### config.mk
export PLATFORM = sky130hd
export DESIGN_NAME = slv_axi4_to_axilite_rd_flat
export DESIGN_NICKNAME = d
export VERILOG_FILES = /design/src/rtl/slv_axi4_to_axilite_rd_pkg.sv /design/src/rtl/slv_axi4_to_axilite_rd_if.sv /design/src/rtl/axi_burst_addr_gen.sv /design/src/rtl/slv_axi4_to_axilite_rd.sv /design/src/flat_wrapper.sv
export SDC_FILE = /design/constraint.sdc
export NUM_CORES = 1
export LEC_CHECK = 0
export BUFFER_PORTS_ARGS = -buffer_cell sky130_fd_sc_hd__clkbuf_2
export CORE_MARGIN = 3
export CORE_UTILIZATION = 30
export CTS_BUF_LIST = sky130_fd_sc_hd__clkbuf_4 sky130_fd_sc_hd__clkbuf_8
export CTS_CLUSTER_SIZE = 12
export DETAILED_ROUTE_END_ITERATION = 10
export PLACE_DENSITY = 0.52
export SETUP_SLACK_MARGIN = 0.1
export SYNTH_ARGS = -nofsm -noshare
export SYNTH_HDL_FRONTEND = slang
export SYNTH_SLANG_ARGS = --single-unit
### constraint.sdc
create_clock -name SLV_CLK -period 7.9 [get_ports SLV_CLK]
set_clock_uncertainty 0.15 [all_clocks]
set_input_delay 0.79 -clock SLV_CLK [delete_from_list [all_inputs] [get_ports SLV_CLK]]
set_output_delay 0.79 -clock SLV_CLK [all_outputs]
set_load 0.05 [all_outputs]
### src/rtl/slv_axi4_to_axilite_rd_pkg.sv
// Shared encodings for the slave-side AXI4 -> AXI4-Lite read converter:
// burst types, response codes, FSM states and the supported-size helper.
package slv_axi4_to_axilite_rd_pkg;

  typedef enum logic [1:0] {
    BURST_FIXED = 2'b00,
    BURST_INCR  = 2'b01,
    BURST_WRAP  = 2'b10,
    BURST_RSVD  = 2'b11
  } burst_e;

  localparam logic [1:0] RESP_OKAY   = 2'b00;
  localparam logic [1:0] RESP_EXOKAY = 2'b01;
  localparam logic [1:0] RESP_SLVERR = 2'b10;
  localparam logic [1:0] RESP_DECERR = 2'b11;

  typedef enum logic [1:0] {
    ST_IDLE = 2'b00,
    ST_ADDR = 2'b01,
    ST_DATA = 2'b10,
    ST_ERR  = 2'b11
  } state_e;

  // Largest AxSIZE a data bus of width dw can carry in one beat.
  function automatic logic [2:0] max_axsize(input int dw);
    return 3'($clog2(dw / 8));
  endfunction

endpackage

### src/rtl/slv_axi4_to_axilite_rd_if.sv
// Bus bundle for the read converter: crossbar-side AXI4 AR/R plus the
// AXI4-Lite AR/R towards the slave. The converter uses the slave modport.
interface slv_axi4_to_axilite_rd_if #(
  parameter int ADDR_WIDTH = 20,
  parameter int ID_WIDTH   = 1,
  parameter int DATA_WIDTH = 32
);

  logic [ID_WIDTH-1:0]   slaveARID;
  logic [ADDR_WIDTH-1:0] slaveARADDR;
  logic [7:0]            slaveARLEN;
  logic [2:0]            slaveARSIZE;
  logic [1:0]            slaveARBURST;
  logic                  slaveARVALID;
  logic                  slaveARREADY;
  logic [ID_WIDTH-1:0]   slaveRID;
  logic [DATA_WIDTH-1:0] slaveRDATA;
  logic [1:0]            slaveRRESP;
  logic                  slaveRLAST;
  logic                  slaveRVALID;
  logic                  slaveRREADY;
  logic [ADDR_WIDTH-1:0] LITE_ARADDR;
  logic                  LITE_ARVALID;
  logic                  LITE_ARREADY;
  logic [DATA_WIDTH-1:0] LITE_RDATA;
  logic [1:0]            LITE_RRESP;
  logic                  LITE_RVALID;
  logic                  LITE_RREADY;

  modport slave (
    input  slaveARID, slaveARADDR, slaveARLEN, slaveARSIZE, slaveARBURST,
    input  slaveARVALID, slaveRREADY,
    input  LITE_ARREADY, LITE_RDATA, LITE_RRESP, LITE_RVALID,
    output slaveARREADY, slaveRID, slaveRDATA, slaveRRESP, slaveRLAST, slaveRVALID,
    output LITE_ARADDR, LITE_ARVALID, LITE_RREADY
  );

  modport master (
    output slaveARID, slaveARADDR, slaveARLEN, slaveARSIZE, slaveARBURST,
    output slaveARVALID, slaveRREADY,
    output LITE_ARREADY, LITE_RDATA, LITE_RRESP, LITE_RVALID,
    input  slaveARREADY, slaveRID, slaveRDATA, slaveRRESP, slaveRLAST, slaveRVALID,
    input  LITE_ARADDR, LITE_ARVALID, LITE_RREADY
  );

endinterface

### src/rtl/axi_burst_addr_gen.sv
// Combinational AXI burst address stepper: from the current beat address
// computes the next one for FIXED, INCR and WRAP bursts.
module axi_burst_addr_gen
  import slv_axi4_to_axilite_rd_pkg::*;
#(
  parameter int ADDR_WIDTH = 20
) (
  input  logic [ADDR_WIDTH-1:0] cur_addr,
  input  logic [2:0]            size,
  input  logic [7:0]            len,
  input  burst_e                burst,
  output logic [ADDR_WIDTH-1:0] next_addr
);

  logic [ADDR_WIDTH-1:0] bytes_s;
  logic [ADDR_WIDTH-1:0] wrap_mask_s;
  logic [ADDR_WIDTH-1:0] incr_addr_s;

  // INCR realigns to the beat size so only the first beat can be unaligned.
  always_comb begin
    bytes_s     = ADDR_WIDTH'(1'b1) << size;
    wrap_mask_s = ((ADDR_WIDTH'(len) + ADDR_WIDTH'(1'b1)) << size) - ADDR_WIDTH'(1'b1);
    incr_addr_s = (cur_addr & ~(bytes_s - ADDR_WIDTH'(1'b1))) + bytes_s;
    case (burst)
      BURST_FIXED: next_addr = cur_addr;
      BURST_WRAP:  next_addr = (cur_addr & ~wrap_mask_s) | ((cur_addr + bytes_s) & wrap_mask_s);
      default:     next_addr = incr_addr_s;
    endcase
  end

endmodule

### src/rtl/slv_axi4_to_axilite_rd.sv
// Slave-side read converter: splits one AXI4 read burst at a time into
// single-beat AXI4-Lite reads and rebuilds RID/RLAST on the AXI4 side.
module slv_axi4_to_axilite_rd
  import slv_axi4_to_axilite_rd_pkg::*;
#(
  parameter int ADDR_WIDTH = 20,
  parameter int ID_WIDTH   = 1,
  parameter int DATA_WIDTH = 32
) (
  input  logic                           SLV_CLK,
  input  logic                           sysReset,
  slv_axi4_to_axilite_rd_if.slave        bus
);

  localparam logic [2:0] MAX_SIZE = max_axsize(DATA_WIDTH);

  state_e                state_q, state_d;
  logic                  arready_q, arready_d;
  logic                  arvalid_q, arvalid_d;
  logic [ID_WIDTH-1:0]   id_q, id_d;
  logic [ADDR_WIDTH-1:0] addr_q, addr_d;
  logic [7:0]            len_q, len_d;
  logic [2:0]            size_q, size_d;
  burst_e                burst_q, burst_d;
  logic [7:0]            cnt_q, cnt_d;
  logic                  rvalid_q, rvalid_d;
  logic [ID_WIDTH-1:0]   rid_q, rid_d;
  logic [DATA_WIDTH-1:0] rdata_q, rdata_d;
  logic [1:0]            rresp_q, rresp_d;
  logic                  rlast_q, rlast_d;

  logic                  ar_hs_s;
  logic                  lite_ar_hs_s;
  logic                  lite_r_hs_s;
  logic                  out_free_s;
  logic                  lite_rready_s;
  logic                  size_err_s;
  logic                  last_beat_s;
  logic [ADDR_WIDTH-1:0] next_addr_s;

  assign ar_hs_s       = bus.slaveARVALID && arready_q;
  assign out_free_s    = !rvalid_q || bus.slaveRREADY;
  assign lite_rready_s = (state_q == ST_DATA) && out_free_s;
  assign lite_ar_hs_s  = arvalid_q && bus.LITE_ARREADY;
  assign lite_r_hs_s   = bus.LITE_RVALID && lite_rready_s;
  assign size_err_s    = bus.slaveARSIZE > MAX_SIZE;
  assign last_beat_s   = (cnt_q == 8'd0);

  axi_burst_addr_gen #(
    .ADDR_WIDTH (ADDR_WIDTH)
  ) u_addr_gen (
    .cur_addr  (addr_q),
    .size      (size_q),
    .len       (len_q),
    .burst     (burst_q),
    .next_addr (next_addr_s)
  );

  // FSM state register.
  always_ff @(posedge SLV_CLK or negedge sysReset) begin
    if (!sysReset) begin
      state_q <= ST_IDLE;
    end else begin
      state_q <= state_d;
    end
  end

  // Next-state logic.
  always_comb begin
    state_d = state_q;
    case (state_q)
      ST_IDLE: begin
        if (ar_hs_s) begin
          state_d = size_err_s ? ST_ERR : ST_ADDR;
        end else begin
          state_d = ST_IDLE;
        end
      end
      ST_ADDR: begin
        if (lite_ar_hs_s) begin
          state_d = ST_DATA;
        end else begin
          state_d = ST_ADDR;
        end
      end
      ST_DATA: begin
        if (lite_r_hs_s) begin
          state_d = last_beat_s ? ST_IDLE : ST_ADDR;
        end else begin
          state_d = ST_DATA;
        end
      end
      ST_ERR: begin
        if (out_free_s && last_beat_s) begin
          state_d = ST_IDLE;
        end else begin
          state_d = ST_ERR;
        end
      end
      default: state_d = ST_IDLE;
    endcase
  end

  // Output and datapath next values; the R register reloads only when free.
  always_comb begin
    arready_d = (state_d == ST_IDLE);
    arvalid_d = (state_d == ST_ADDR);
    id_d      = id_q;
    addr_d    = addr_q;
    len_d     = len_q;
    size_d    = size_q;
    burst_d   = burst_q;
    cnt_d     = cnt_q;
    rvalid_d  = rvalid_q && !bus.slaveRREADY;
    rid_d     = rid_q;
    rdata_d   = rdata_q;
    rresp_d   = rresp_q;
    rlast_d   = rlast_q;
    case (state_q)
      ST_IDLE: begin
        if (ar_hs_s) begin
          id_d    = bus.slaveARID;
          addr_d  = bus.slaveARADDR;
          len_d   = bus.slaveARLEN;
          size_d  = bus.slaveARSIZE;
          burst_d = burst_e'(bus.slaveARBURST);
          cnt_d   = bus.slaveARLEN;
        end else begin
          cnt_d = cnt_q;
        end
      end
      ST_DATA: begin
        if (lite_r_hs_s) begin
          rvalid_d = 1'b1;
          rdata_d  = bus.LITE_RDATA;
          rresp_d  = bus.LITE_RRESP;
          rid_d    = id_q;
          rlast_d  = last_beat_s;
          if (!last_beat_s) begin
            cnt_d  = cnt_q - 8'd1;
            addr_d = next_addr_s;
          end else begin
            cnt_d  = cnt_q;
          end
        end else begin
          cnt_d = cnt_q;
        end
      end
      ST_ERR: begin
        if (out_free_s) begin
          rvalid_d = 1'b1;
          rdata_d  = '0;
          rresp_d  = RESP_SLVERR;
          rid_d    = id_q;
          rlast_d  = last_beat_s;
          if (!last_beat_s) begin
            cnt_d = cnt_q - 8'd1;
          end else begin
            cnt_d = cnt_q;
          end
        end else begin
          cnt_d = cnt_q;
        end
      end
      default: begin
        cnt_d = cnt_q;
      end
    endcase
  end

  // Datapath and output registers.
  always_ff @(posedge SLV_CLK or negedge sysReset) begin
    if (!sysReset) begin
      arready_q <= 1'b0;
      arvalid_q <= 1'b0;
      id_q      <= '0;
      addr_q    <= '0;
      len_q     <= 8'd0;
      size_q    <= 3'd0;
      burst_q   <= BURST_FIXED;
      cnt_q     <= 8'd0;
      rvalid_q  <= 1'b0;
      rid_q     <= '0;
      rdata_q   <= '0;
      rresp_q   <= 2'b00;
      rlast_q   <= 1'b0;
    end else begin
      arready_q <= arready_d;
      arvalid_q <= arvalid_d;
      id_q      <= id_d;
      addr_q    <= addr_d;
      len_q     <= len_d;
      size_q    <= size_d;
      burst_q   <= burst_d;
      cnt_q     <= cnt_d;
      rvalid_q  <= rvalid_d;
      rid_q     <= rid_d;
      rdata_q   <= rdata_d;
      rresp_q   <= rresp_d;
      rlast_q   <= rlast_d;
    end
  end

  assign bus.slaveARREADY = arready_q;
  assign bus.slaveRID     = rid_q;
  assign bus.slaveRDATA   = rdata_q;
  assign bus.slaveRRESP   = rresp_q;
  assign bus.slaveRLAST   = rlast_q;
  assign bus.slaveRVALID  = rvalid_q;
  assign bus.LITE_ARADDR  = addr_q;
  assign bus.LITE_ARVALID = arvalid_q;
  assign bus.LITE_RREADY  = lite_rready_s;

endmodule

### src/flat_wrapper.sv
// flat-port wrapper written by rule: the top's interface ports become plain ports
module slv_axi4_to_axilite_rd_flat import slv_axi4_to_axilite_rd_pkg::*;
#(
  parameter int ADDR_WIDTH = 20,
  parameter int ID_WIDTH   = 1,
  parameter int DATA_WIDTH = 32
)
  (SLV_CLK, sysReset, bus_slaveARID, bus_slaveARADDR, bus_slaveARLEN, bus_slaveARSIZE, bus_slaveARBURST, bus_slaveARVALID, bus_slaveRREADY, bus_LITE_ARREADY, bus_LITE_RDATA, bus_LITE_RRESP, bus_LITE_RVALID, bus_slaveARREADY, bus_slaveRID, bus_slaveRDATA, bus_slaveRRESP, bus_slaveRLAST, bus_slaveRVALID, bus_LITE_ARADDR, bus_LITE_ARVALID, bus_LITE_RREADY);
  slv_axi4_to_axilite_rd_if #(.ADDR_WIDTH(ADDR_WIDTH), .ID_WIDTH(ID_WIDTH), .DATA_WIDTH(DATA_WIDTH)) bus_i ();
  input  logic SLV_CLK;
  input  logic sysReset;
  input wire logic [$bits(bus_i.slaveARID)-1:0] bus_slaveARID;
  input wire logic [$bits(bus_i.slaveARADDR)-1:0] bus_slaveARADDR;
  input wire logic [$bits(bus_i.slaveARLEN)-1:0] bus_slaveARLEN;
  input wire logic [$bits(bus_i.slaveARSIZE)-1:0] bus_slaveARSIZE;
  input wire logic [$bits(bus_i.slaveARBURST)-1:0] bus_slaveARBURST;
  input wire logic [$bits(bus_i.slaveARVALID)-1:0] bus_slaveARVALID;
  input wire logic [$bits(bus_i.slaveRREADY)-1:0] bus_slaveRREADY;
  input wire logic [$bits(bus_i.LITE_ARREADY)-1:0] bus_LITE_ARREADY;
  input wire logic [$bits(bus_i.LITE_RDATA)-1:0] bus_LITE_RDATA;
  input wire logic [$bits(bus_i.LITE_RRESP)-1:0] bus_LITE_RRESP;
  input wire logic [$bits(bus_i.LITE_RVALID)-1:0] bus_LITE_RVALID;
  output wire logic [$bits(bus_i.slaveARREADY)-1:0] bus_slaveARREADY;
  output wire logic [$bits(bus_i.slaveRID)-1:0] bus_slaveRID;
  output wire logic [$bits(bus_i.slaveRDATA)-1:0] bus_slaveRDATA;
  output wire logic [$bits(bus_i.slaveRRESP)-1:0] bus_slaveRRESP;
  output wire logic [$bits(bus_i.slaveRLAST)-1:0] bus_slaveRLAST;
  output wire logic [$bits(bus_i.slaveRVALID)-1:0] bus_slaveRVALID;
  output wire logic [$bits(bus_i.LITE_ARADDR)-1:0] bus_LITE_ARADDR;
  output wire logic [$bits(bus_i.LITE_ARVALID)-1:0] bus_LITE_ARVALID;
  output wire logic [$bits(bus_i.LITE_RREADY)-1:0] bus_LITE_RREADY;
  assign bus_i.slaveARID = bus_slaveARID;
  assign bus_i.slaveARADDR = bus_slaveARADDR;
  assign bus_i.slaveARLEN = bus_slaveARLEN;
  assign bus_i.slaveARSIZE = bus_slaveARSIZE;
  assign bus_i.slaveARBURST = bus_slaveARBURST;
  assign bus_i.slaveARVALID = bus_slaveARVALID;
  assign bus_i.slaveRREADY = bus_slaveRREADY;
  assign bus_i.LITE_ARREADY = bus_LITE_ARREADY;
  assign bus_i.LITE_RDATA = bus_LITE_RDATA;
  assign bus_i.LITE_RRESP = bus_LITE_RRESP;
  assign bus_i.LITE_RVALID = bus_LITE_RVALID;
  assign bus_slaveARREADY = bus_i.slaveARREADY;
  assign bus_slaveRID = bus_i.slaveRID;
  assign bus_slaveRDATA = bus_i.slaveRDATA;
  assign bus_slaveRRESP = bus_i.slaveRRESP;
  assign bus_slaveRLAST = bus_i.slaveRLAST;
  assign bus_slaveRVALID = bus_i.slaveRVALID;
  assign bus_LITE_ARADDR = bus_i.LITE_ARADDR;
  assign bus_LITE_ARVALID = bus_i.LITE_ARVALID;
  assign bus_LITE_RREADY = bus_i.LITE_RREADY;
  slv_axi4_to_axilite_rd #(.ADDR_WIDTH(ADDR_WIDTH), .ID_WIDTH(ID_WIDTH), .DATA_WIDTH(DATA_WIDTH)) u_core (.SLV_CLK(SLV_CLK), .sysReset(sysReset), .bus(bus_i));
endmodule
==> impl_results.html <==
<table>
<tr><th>Metric</th><th>Value</th></tr>
<tr><th colspan="2">Clock network</th></tr>
<tr><td>Maximum buffer depth of the clock tree</td><td>2</td></tr>
<tr><td>Number of buffers inserted for hold repair after clock tree synthesis</td><td>0</td></tr>
<tr><td>H-tree levels</td><td>3</td></tr>
<tr><td>Resize count post-CTS</td><td>0</td></tr>
<tr><td>Number of clock sinks</td><td>83</td></tr>
<tr><td>Number of buffers created by CTS</td><td>9</td></tr>
<tr><td>CTS tree</td><td>yes</td></tr>
<tr><td>CTS root buf</td><td>sky130_fd_sc_hd__clkbuf_8</td></tr>
<tr><td>Clock latency at the later pin of the worst-skew pair</td><td>0.39 ns</td></tr>
<tr><td>Post-CTS Setup Repair Bufs</td><td>0</td></tr>
<tr><td>Clock transition at the registers of the reported paths</td><td>0.12 ns</td></tr>
<tr><th colspan="2">Cells and area</th></tr>
<tr><td>Net count, final</td><td>1,043</td></tr>
<tr><td>Layout Area Growth over Synthesis</td><td>17.0%</td></tr>
<tr><td># diodes</td><td>0</td></tr>
<tr><td>Number of cells in the finished layout apart from fillers</td><td>1,230</td></tr>
<tr><td>Fraction of layout instances using a drive strength above 1</td><td>19.8%</td></tr>
<tr><td>Filler Cells Inserted</td><td>2,297</td></tr>
<tr><th colspan="2">Placed design</th></tr>
<tr><td>Final estimated routing congestion in global placement</td><td>0.854</td></tr>
<tr><td>DP HPWL</td><td>15.1 mm</td></tr>
<tr><td>Placed instance count</td><td>1,214</td></tr>
<tr><td>Port-buffer cells</td><td>133</td></tr>
<tr><th colspan="2">Synthesis</th></tr>
<tr><td>Cell taking the most area after synthesis</td><td>sky130_fd_sc_hd__dfrtp_1</td></tr>
<tr><td>Cell with the most instances after synthesis</td><td>sky130_fd_sc_hd__nand2_1</td></tr>
<tr><td>Number of synthesized register bits</td><td>83</td></tr>
<tr><td>Main synth FF type</td><td>sky130_fd_sc_hd__dfrtp_1</td></tr>
<tr><td>Post-synth top cells</td><td>sky130_fd_sc_hd__nand2_1 (161), sky130_fd_sc_hd__o21ai_0 (91), sky130_fd_sc_hd__dfrtp_1 (83), sky130_fd_sc_hd__nor2_1 (60), sky130_fd_sc_hd__a21oi_1 (47)</td></tr>
<tr><td>Area of the mapped netlist</td><td>0.00647 mm^2</td></tr>
<tr><td>Share of async-settable or async-resettable flops after synthesis</td><td>100%</td></tr>
<tr><td>Biggest area contributors in the synthesized netlist</td><td>sky130_fd_sc_hd__dfrtp_1 (32%), sky130_fd_sc_hd__nand2_1 (9.3%), sky130_fd_sc_hd__o21ai_0 (7.0%)</td></tr>
<tr><td>YS warnings</td><td>0</td></tr>
<tr><td>Net count after synthesis</td><td>940</td></tr>
<tr><td>EDFF count, synth</td><td>0</td></tr>
<tr><td>Avg Inst Size Synth</td><td>7.64 um^2</td></tr>
<tr><td>Seq/Total Area, Yosys</td><td>32.1%</td></tr>
<tr><td>Count of mapped cells out of synthesis</td><td>847</td></tr>
<tr><td>Proportion of netlist area held by the largest area contributor</td><td>32.1%</td></tr>
<tr><td>Number of unique standard cell types used by synthesis</td><td>73</td></tr>
<tr><th colspan="2">Timing</th></tr>
<tr><td>Crit share post-route</td><td>53.6%</td></tr>
<tr><td>Number of slew-limit violations in the final report</td><td>0</td></tr>
<tr><td>Max-Slew Margin vs Limit</td><td>24.3%</td></tr>
<tr><td>Pin slew with the least headroom to its limit</td><td>1.13 ns</td></tr>
<tr><td>Unrepaired setup endpoints after global routing</td><td>no</td></tr>
<tr><td>Highest clock rate</td><td>0.236 GHz</td></tr>
<tr><td>Time the worst path needs with I/O delays and setup</td><td>4.23 ns</td></tr>
<tr><td>Final-layout setup total negative slack</td><td>0 ns</td></tr>
<tr><td>Final-report hold violation count</td><td>0</td></tr>
<tr><td>Final setup fails</td><td>0</td></tr>
<tr><th colspan="2">Floorplan</th></tr>
<tr><td>Starting Density</td><td>30.7%</td></tr>
<tr><td>Number of top-level pins</td><td>134</td></tr>
<tr><td>Rows</td><td>53</td></tr>
<tr><td>Vertical extent of the die</td><td>153 um</td></tr>
<tr><td>Die width</td><td>153 um</td></tr>
<tr><td>Die Footprint</td><td>0.0234 mm^2</td></tr>
<tr><td>Std-Cell Core Area</td><td>0.0211 mm^2</td></tr>
<tr><th colspan="2">Setup path</th></tr>
<tr><td>Startpoint type of the worst setup path</td><td>flip-flop</td></tr>
<tr><td>Crit path largest cell delay</td><td>0.39 ns</td></tr>
<tr><td>Buf+Inv Stages, Crit Path</td><td>3</td></tr>
<tr><td>Cell with the biggest individual delay on the critical path</td><td>sky130_fd_sc_hd__nor2_1</td></tr>
<tr><td>Type of destination of the critical path</td><td>flip-flop</td></tr>
<tr><td>Worst path top cell family by delay</td><td>simple AND/OR/NAND/NOR gates</td></tr>
<tr><td>Peak fanout along the critical path</td><td>33</td></tr>
<tr><td>List of cells traversed by the critical path</td><td>buf_4 &gt; inv_1 &gt; nor2_1 &gt; inv_1 &gt; ha_1 &gt; and2_1 &gt; ha_1 &gt; and3_1 &gt; and3_1 &gt; o2111ai_1 &gt; nand2_1 &gt; xor2_1 &gt; a22oi_1 &gt; o31ai_1 &gt; a21oi_1 &gt; a41oi_1</td></tr>
<tr><td>Required time of the worst setup path</td><td>8.01 ns</td></tr>
<tr><td>Type of the setup path with the least slack</td><td>reg2reg</td></tr>
<tr><td>Arrival time at the worst endpoint</td><td>4.34 ns</td></tr>
<tr><th colspan="2">Power and ir drop</th></tr>
<tr><td>Power density relative to cell area</td><td>482 mW/mm^2</td></tr>
<tr><td>Leakage power of the design</td><td>3.41 nW</td></tr>
<tr><td>Worst IR Drop VDD</td><td>0.186 mV</td></tr>
<tr><th colspan="2">Detailed routing</th></tr>
<tr><td>Final antenna-violating net count</td><td>0</td></tr>
<tr><td>Vias/cell</td><td>5.33</td></tr>
<tr><td>Initial DRC Count</td><td>455</td></tr>
<tr><td>Number of vias in the routed layout</td><td>6,554</td></tr>
<tr><td>First-pass DRT Iterations</td><td>4</td></tr>
<tr><td>Wirelength per Cell</td><td>16.8 um</td></tr>
<tr><td>Residual DRC</td><td>0</td></tr>
<tr><td>Drt total wl</td><td>20.7 mm</td></tr>
<tr><th colspan="2">Global routing</th></tr>
<tr><td>First-pass GRT wire length</td><td>33.9 mm</td></tr>
<tr><td>Remaining global-route overflow</td><td>0</td></tr>
<tr><td>Maximum number of pins on one net before global-route repair</td><td>72</td></tr>
<tr><td>Via count of the first global-routing pass</td><td>6,413</td></tr>
<tr><td>Global router's overall resource usage</td><td>17.6%</td></tr>
<tr><td>Antenna violations before repair</td><td>0</td></tr>
<tr><th colspan="2">Flow run</th></tr>
<tr><td>Max Cap Viol</td><td>0</td></tr>
<tr><th colspan="2">Run status</th></tr>
<tr><td>Status</td><td>complete, no violations</td></tr>
<tr><th colspan="2">Worst hold path</th></tr>
<tr><td>HP Class</td><td>in2async</td></tr>
</table>
## cells in the final DEF (no fill, tap or decap), drive strengths merged, types with 6 or more instances in the layout
master,Yosys,layout
nand2b,10,10
nor4,6,6
nor2,60,60
o21ai,92,92
o211ai,14,14
clkbuf,44,141
nor2b,14,14
nor3,15,15
a21o,10,10
mux2,6,6
and2,10,10
ha,18,18
nand2,162,162
nand3,31,31
buf,10,14
nor3b,6,6
dfrtp,83,83
a31oi,10,10
mux2i,9,9
a21oi,48,48
or3,9,9
xnor2,22,22
a22oi,6,6
xor2,17,17
a221oi,6,6
o22ai,8,8
inv,22,26
o221ai,6,6
nand4,8,8
## power by group
| group | internal, mW | switching [mW] |
|---|---|---|
| clock network | 0.126 | 0.209 |
| registers | 0.620 | 0.244 |
| logic | 0.786 | 1.67 |
## path summary, 6_finish.rpt
kind                       depth (start not counted)                   endpoint  slack [ns]              from
max                                               16                  flip-flop        3.67  u_core.size_q[1]
min                                                1                  async pin        0.09          sysReset
max reg2reg                                       16                  flip-flop        3.67  u_core.size_q[1]
min reg2reg                                        2                u_core.id_q        0.34       u_core.id_q
max in group asynchronous                          2  u_core.bus.slaveRDATA[22]        6.31          sysReset
min in group SLV_CLK                               2                u_core.id_q        0.34       u_core.id_q
## final cells by class
| cell class | count | area [um^2] | share of cell area [%] |
|---|---|---|---|
| repair buffers | 146 | 766 | 10.1 |
| well taps | 275 | 344 | 4.54 |
| flip-flops and latches | 83 | 2080 | 27.4 |
| inverters | 22 | 82.6 | 1.09 |
| clock inverters | 7 | 76.3 | 1.01 |
| clock buffers | 9 | 124 | 1.63 |
| multi-input cells | 688 | 4110 | 54.2 |
## cell families after synthesis
kind of cell | share of synthesized area, %
flops | 32.1
buf+inv | 4.58
fa+ha+maj | 3.79
compound gates | 26.0
mux | 2.43
simple gates | 25.9
xor+xnor | 5.28
## per-layer routing
metal  share of wire [%]  global-route usage, %  vias to the layer above
met1                  48                   24.7                     3068
met3                 7.6                   4.64                       24
met4                 1.4                   4.03                        0
li1                    -                      -                     3245
met5                   0                      0                        -
met2                  43                   27.3                      217
## per-stage QoR
step / utilization (%) / hold WS, ns / power [mW] / setup WS, ns / area (um^2)
floorplan: - / 0.292 / 2.70 / 4.16 / 6470
global placement: 35.0 / 0.311 / 3.32 / 3.72 / 7380
detailed placement: 35.0 / 0.313 / 3.32 / 3.73 / 7380
CTS: 35.9 / 0.0763 / 3.67 / 3.70 / 7580
global route: 35.9 / 0.0801 / 3.98 / 3.36 / 7580
finish: 35.9 / 0.0891 / 3.65 / 3.67 / 7580
No activity file was read; power rests on OpenSTA's default activity.
